==> src/rtl/car_detect_conditioner.sv <==
// Loop-detector conditioner: two-flop synchronizer, debounce FSM and pending-car counter.
// Optional stuck-vehicle detector is enabled by defining STUCK_DET_EN.
module car_detect_conditioner #(
    parameter int WL           = 4,
    parameter int DEB_CYCLES   = 8,
    parameter int STUCK_CYCLES = 200
) (
    input  logic          CLK,
    input  logic          RST_N,
    input  logic          Sensor,
    input  logic          Ack,
    output logic          Car,
    output logic [WL-1:0] Car_Count,
    output logic          Arrival,
    output logic          Overflow,
    output logic          Stuck
);

    if (DEB_CYCLES < 2 || DEB_CYCLES > 255) begin : g_bad_deb
        $error("DEB_CYCLES out of range");
    end

    if (STUCK_CYCLES <= DEB_CYCLES || STUCK_CYCLES > 65535) begin : g_bad_stuck
        $error("STUCK_CYCLES out of range");
    end

    typedef enum logic [1:0] {
        IDLE,
        ARM,
        PRESENT,
        REL
    } state_t;

    localparam logic [7:0]    CNT_LAST = 8'(DEB_CYCLES - 1);
    localparam logic [WL-1:0] CNT_MAX  = '1;
    localparam logic [WL-1:0] CNT_ONE  = WL'(1);

    state_t        state_q;
    logic [7:0]    cnt_q;
    logic          s1_q;
    logic          s_q;
    logic          arr_q;
    logic          arr_ev;
    logic [WL-1:0] count_q;
    logic [WL-1:0] count_d;
    logic          ovf_q;
    logic          ovf_d;
    logic          car_q;
    logic          car_d;
    logic          ack_ok;
    logic          stuck_q;
    logic          stuck_d;

    // Two-flop synchronizer for the asynchronous loop level.
    always_ff @(posedge CLK) begin
        if (!RST_N) begin
            s1_q <= 1'b0;
            s_q  <= 1'b0;
        end else begin
            s1_q <= Sensor;
            s_q  <= s1_q;
        end
    end

    assign arr_ev = (state_q == ARM) && s_q && (cnt_q == CNT_LAST);

    // Debounce FSM; cnt restarts on every state change.
    always_ff @(posedge CLK) begin
        if (!RST_N) begin
            state_q <= IDLE;
            cnt_q   <= '0;
            arr_q   <= 1'b0;
        end else begin
            arr_q <= 1'b0;
            case (state_q)
                IDLE: begin
                    if (s_q) begin
                        state_q <= ARM;
                        cnt_q   <= '0;
                    end
                end
                ARM: begin
                    if (!s_q) begin
                        state_q <= IDLE;
                        cnt_q   <= '0;
                    end else if (arr_ev) begin
                        state_q <= PRESENT;
                        cnt_q   <= '0;
                        arr_q   <= 1'b1;
                    end else begin
                        cnt_q <= cnt_q + 8'd1;
                    end
                end
                PRESENT: begin
                    if (!s_q) begin
                        state_q <= REL;
                        cnt_q   <= '0;
                    end
                end
                REL: begin
                    if (s_q) begin
                        state_q <= PRESENT;
                        cnt_q   <= '0;
                    end else if (cnt_q == CNT_LAST) begin
                        state_q <= IDLE;
                        cnt_q   <= '0;
                    end else begin
                        cnt_q <= cnt_q + 8'd1;
                    end
                end
                default: begin
                    state_q <= IDLE;
                    cnt_q   <= '0;
                end
            endcase
        end
    end

`ifdef STUCK_DET_EN
    localparam logic [15:0] HOLD_LAST = 16'(STUCK_CYCLES - 1);

    logic [15:0] hold_q;
    logic        in_hold;

    assign in_hold = (state_q == PRESENT) && s_q;
    assign stuck_d = in_hold && (stuck_q || (hold_q == HOLD_LAST));

    // Hold counter measures time spent in PRESENT; leaving PRESENT clears it.
    always_ff @(posedge CLK) begin
        if (!RST_N) begin
            hold_q  <= '0;
            stuck_q <= 1'b0;
        end else begin
            stuck_q <= stuck_d;
            if (!in_hold) begin
                hold_q <= '0;
            end else if (hold_q != HOLD_LAST) begin
                hold_q <= hold_q + 16'd1;
            end
        end
    end
`else
    assign stuck_d = 1'b0;
    assign stuck_q = 1'b0;
`endif

    // A stuck vehicle freezes the count, so Ack is ignored meanwhile.
    always_comb begin
        ack_ok  = Ack && !stuck_q;
        count_d = count_q;
        ovf_d   = ovf_q;
        if (arr_ev && !ack_ok) begin
            if (count_q == CNT_MAX) begin
                ovf_d = 1'b1;
            end else begin
                count_d = count_q + CNT_ONE;
            end
        end else if (!arr_ev && ack_ok && (count_q != '0)) begin
            count_d = count_q - CNT_ONE;
        end
        car_d = (count_d != '0) || stuck_d;
    end

    // Pending counter, sticky overflow and request level.
    always_ff @(posedge CLK) begin
        if (!RST_N) begin
            count_q <= '0;
            ovf_q   <= 1'b0;
            car_q   <= 1'b0;
        end else begin
            count_q <= count_d;
            ovf_q   <= ovf_d;
            car_q   <= car_d;
        end
    end

    assign Car       = car_q;
    assign Car_Count = count_q;
    assign Arrival   = arr_q;
    assign Overflow  = ovf_q;
    assign Stuck     = stuck_q;

endmodule
==> config.mk <==
export PLATFORM = sky130hd
export DESIGN_NAME = car_detect_conditioner
export DESIGN_NICKNAME = d
export VERILOG_FILES = /design/src/rtl/car_detect_conditioner.sv
export SDC_FILE = /design/constraint.sdc
export NUM_CORES = 1
export LEC_CHECK = 0
export BUFFER_PORTS_ARGS = -buffer_cell sky130_fd_sc_hd__buf_2
export CORE_MARGIN = 2
export CORE_UTILIZATION = 25
export DETAILED_ROUTE_END_ITERATION = 16
export MAX_ROUTING_LAYER = met4
export PLACE_DENSITY = 0.42
export SYNTH_ARGS = -nofsm -noshare
export SYNTH_HDL_FRONTEND = slang
export SYNTH_SLANG_ARGS = --single-unit
==> constraint.sdc <==
create_clock -name CLK -period 2.4 [get_ports CLK]
set_clock_uncertainty 0.2 [all_clocks]
set_input_delay 0.36 -clock CLK [delete_from_list [all_inputs] [get_ports CLK]]
set_output_delay 0.36 -clock CLK [all_outputs]
set_load 0.1 [all_outputs]
### Word level (Yosys, flattened, before mapping)

Cells that the tools add are included.

| cells by class | value |
|---|---|
| add/sub/neg operators | 3 |
| multiply operators | 0 |
| divide/modulo/power cells | 0 |
| magnitude comparators | 0 |
| equality and inequality tests | 9 |
| shift-type cells | 0 |
| muxes and demuxes | 18 |
| bitwise logic cells | 0 |
| reduce and logical (&&, ||, !) cells | 14 |

Operators by type and width:

| cell | count |
|---|---|
| $mux W8 | 6 |
| $pmux W8 S4 | 1 |
| $mux W2 | 6 |
| $mux W4 | 3 |
| $add A8 B1 Y8 const B | 1 |
| $eq A8 B3 Y1 const B | 1 |
| $pmux W2 S4 | 1 |
| $reduce_bool A4 Y1 | 2 |
| $ne A3 B3 Y1 const B | 2 |
| $logic_and A1 B1 Y1 | 5 |
| $add A4 B1 Y4 const B | 1 |
| $eq A2 B2 Y1 const B | 2 |
| $eq A4 B4 Y1 const B | 1 |
| $ne A2 B2 Y1 const B | 2 |
| $reduce_and A2 Y1 | 2 |
| $reduce_and A4 Y1 | 1 |
| $sub A4 B1 Y4 const B | 1 |
| $reduce_and A3 Y1 | 1 |
| $eq A2 B1 Y1 const B | 1 |
| $logic_not A1 Y1 | 2 |
| $logic_not A2 Y1 | 1 |
| $mux W1 | 1 |

| storage, ports and cells | value |
|---|---|
| bits in registers | 19 |
| latch bits | 0 |
| memory bits (writable) | 0 |
| memory bits (read-only) | 0 |
| bits of input ports | 4 |
| word-level logic and storage cells | 52 |
| memories | 0 |

### Logic depth before layout (Yosys ltp)

| depth | value |
|---|---|
| depth in word-level cells | 9 |
| mapped depth | 7 |
| gate-level depth less buffers | 7 |

### Worst setup path before layout

OpenSTA, ideal clock, no wires.

| timing | value |
|---|---|
| path type | flip-flop to flip-flop |
| from | register count_q[0], in the netlist Car_Count[0] |
| to | register count_q[0], in the netlist Car_Count[0] |
| arrival | 2.217 ns |
| data required time | 2.084 ns |
| slack | -0.132 ns |
| stages on the path, launching flop included | 7 |
| buffers on the path | 0 |
| cell sequence | dfxtp_1 -> inv_1 -> ha_1 -> or3b_2 -> and3_4 -> or3_1 -> and3_1 |

| between the ends | value |
|---|---|
| cells in the longest elaborated chain, start to end | 4 |
| elaborated cells between the ends (all ways) | 8 |
| classes of those cells | add/sub (2); eq/ne (1); mux (3); reduce/logical (2) |

RTL lines:

| item | line | RTL |
|---|---|---|
| from (decl) | 44 | `logic [WL-1:0] count_q;` |
| from (signal assigned) | 171 | `count_q <= count_d;` |
| branches (longest 3 deep; another with $sub A4 B1 Y4) | -- |  |
| $mux W4 * | 152 | `if (arr_ev && !ack_ok) begin` |

Mark *: on every way between the ends.
A chain may end at the register's enable or synchronous reset.

### Final worst setup path

Ends and elaborated chain as after synthesis.

==> results.sh <==
export IMPL_antenna_found_initial=0
export IMPL_cts_hold_buf=0
export IMPL_synth_most_common_cell="dfxtp_1"
export IMPL_vias_per_cell=5.085
export IMPL_yosysUniqueCellTypes=49
export IMPL_ctsResizeCount=0
export IMPL_met3_usage_pct=2.597
export IMPL_ant_nets=0
export IMPL_netlist_area_um2=1089
export IMPL_r2r_setup_slack_ns=0.26
export IMPL_rsz0062_at_grt="false"
export IMPL_busiest_layer="met2"
export IMPL_p_leak_nw=0.5116
export IMPL_internal_power_mw=0.6070
export IMPL_syn_area_per_cell_um2=8.708
export IMPL_clock_path_buffers=2
export IMPL_drv_cap=0
export IMPL_min_period_ns=2.140
export IMPL_p_comb_share_pct=43.7
export IMPL_power_frac_clock_pct=21.0
export IMPL_coreArea_um2=4086
export IMPL_vias=956
export IMPL_critPathMaxStageDelay_ns=0.48
export IMPL_insertion_delay_ns=0.26
export IMPL_initial_core_util_pct=26.64
export IMPL_p_sw_mw=0.4792
export IMPL_drive_above_1_share_pct=21.01
export IMPL_cp_slowest_cell="or3b_2"
export IMPL_ios=12
export IMPL_grt_ovfl_total=0
export IMPL_crit_chain="inv_1 -> ha_1 -> or3b_2 -> and3_4 -> or3_1 -> and3_1"
export IMPL_crit_required_ns=2.35
export IMPL_placed_area_um2=1207
export IMPL_cts_setup_buffers=0
export IMPL_wire_per_inst_um=12.78
export IMPL_synth_common_cells="19 x dfxtp_1, 11 x nor2_1, 7 x and3_1"
export IMPL_use_met1_pct=13.11
export IMPL_ys_warnings_count=0
export IMPL_drcViolationCount=0
export IMPL_clk_pin_slew_worst_paths_ns=0.07
export IMPL_synth_flop_cell="dfxtp_1"
export IMPL_die_y_um=69.99
export IMPL_post_synth_top_area_cell="dfxtp_1"
export IMPL_synthTopCellsByArea="dfxtp_1 35%, and3_1 4.0%, nor2_1 3.8%"
export IMPL_cp_arrival_ns=2.09
export IMPL_diodes=0
export IMPL_path_max_fanout=7
export IMPL_met2_usage_pct=14.39
export IMPL_grt_pass1_wl_um=3829
export IMPL_synth_fp_nets=132
export IMPL_cp_start_kind="register"
export IMPL_gp_congestion=0.7588
export IMPL_drv_slew=0
export IMPL_setup_tns_ns=0
export IMPL_hp_class="in -> reg"
export IMPL_grt_pass1_vias=808
export IMPL_drt_initial_drc_count=40
export IMPL_fmax_mhz=467.2
export IMPL_track_usage_pct=10.09
export IMPL_setup_viol=0
export IMPL_power_per_cell_area_nw_per_um2=867.3
export IMPL_cts_root_buf="clkbuf_8"
export IMPL_worst_pin_slew_ns=0.5334
export IMPL_io_buffers=10
export IMPL_finalNetCount=146
export IMPL_path_class="reg -> reg"
export IMPL_slew_headroom_pct=63.52
export IMPL_grt_start_max_net_pins=13
export IMPL_yosysSeqAreaShare_pct=34.94
export IMPL_reg2reg_depth=6
export IMPL_outcome="complete, no violations"
export IMPL_synth_edff_count=0
export IMPL_cts_sinks=19
export IMPL_layout_area_overhead_vs_synth_pct=15.06
export IMPL_seqPwrFrac_pct=35.3
export IMPL_dieArea_um2=4898
export IMPL_min_path_cells=2
export IMPL_drtPass1Iterations=4
export IMPL_totalWireLength_um=2402
export IMPL_ir_drop_mv=0.2330
export IMPL_cts_tree="yes"
export IMPL_htree_levels=1
export IMPL_crit_path_end_kind="register"
export IMPL_finalHoldViolCount=0
export IMPL_ys_ff_latch=19
export IMPL_fin_crit_sh_pct=89.18
export IMPL_switching_share_pct=44.12
export IMPL_die_x_um=69.99
export IMPL_synthesis_instances=125
export IMPL_design_area_um2=1252
export IMPL_synth_top_area_share_pct=34.94
export IMPL_dp_hpwl_um=1748
export IMPL_num_rows=23
export IMPL_ys_async_sr_fraction_pct=0
export IMPL_cts_buffers=3
-- state kept, by name (all words and copies together) (netlist names), named ones only --
signal	flops
Arrival	1
Car	1
Car_Count	4
state_q	1
s1_q	1
cnt_q	8
s_q	1
Overflow	1
-- worst paths after layout --
check / endpoint / from
setup reg to reg: Car_Count[0] / Car_Count[0]
hold / removal: s1_q / Sensor
setup / recovery: Car_Count[0] / Car_Count[0]
hold reg to reg: s_q / s1_q
-- through the flow --
stage          utilization, %  hold slack (ns)  worst slack, ns  std cells  total power [mW]
2_1_floorplan               -           0.2118          0.03282        125            0.7888
3_3_place_gp            29.55           0.2178           0.3069        184            0.8629
3_5_place_dp            29.55           0.2287           0.2896        184            0.8635
4_1_cts                 30.65          0.09838           0.2585        188             1.100
5_1_grt                 30.65           0.1075           0.1788        188             1.144
6_report                30.65           0.1048           0.2598        188             1.086
-- per-layer routing --
layer	vias to the layer above	wire, µm
met3	4	129
met1	438	1140
met5	-	0
met4	0	40
li1	487	-
met2	27	1091
-- cells by family after synthesis --
logic type / Yosys count / share of synthesized area [%]
AO/OA/AOI/OAI: 27 / 17.36
XOR/XNOR: 3 / 3.104
adder cells (fa/ha/maj): 3 / 3.449
buffers and inverters: 9 / 3.449
flip-flops: 19 / 34.94
multiplexers: 1 / 0.9196
other: 1 / 0.3445
AND/OR/NAND/NOR: 62 / 36.44
-- layout make-up --
class | count | area [µm²]
fillers | 447 | 2834
multi-input cells | 97 | 670.6
flip-flops and latches | 19 | 382.9
repair buffers | 13 | 72.57
well taps | 50 | 62.56
clock buffers | 4 | 45.04
inverters | 5 | 18.77
-- power by group through the flow --
stage / combinational, mW / sequential (mW) / clock (mW)
CTS: 0.477 / 0.383 / 0.239
global route: 0.505 / 0.389 / 0.250
finish: 0.475 / 0.384 / 0.228
detailed placement: 0.473 / 0.391 / 0
global placement: 0.474 / 0.389 / 0
floorplan: 0.202 / 0.587 / 0
-- critical path, delay by kind of cell, from the launching register on --
kind | cells | cell delay, ns
adders and majority gates | 1 | 0.21
buffers and inverters | 1 | 0.10
DFF | 1 | 0.35
and+or+nand+nor | 4 | 1.19
-- cells in the final DEF, fill, tap and decap left out, types with 2 or more instances in the layout --
master / instances
dfxtp_1: 17
nor2_1: 11
buf_2: 10
and3_1: 7
nand3_1: 6
a21oi_1: 6
o21ai_0: 6
nor3_1: 6
inv_1: 5
nand2_1: 5
nor3b_1: 4
and2_1: 3
or3_1: 3
ha_1: 3
clkbuf_8: 3
buf_4: 3
dfxtp_2: 2
a31oi_1: 2
nand2b_1: 2
nand3b_1: 2
Power figures use the tool's default switching activity.
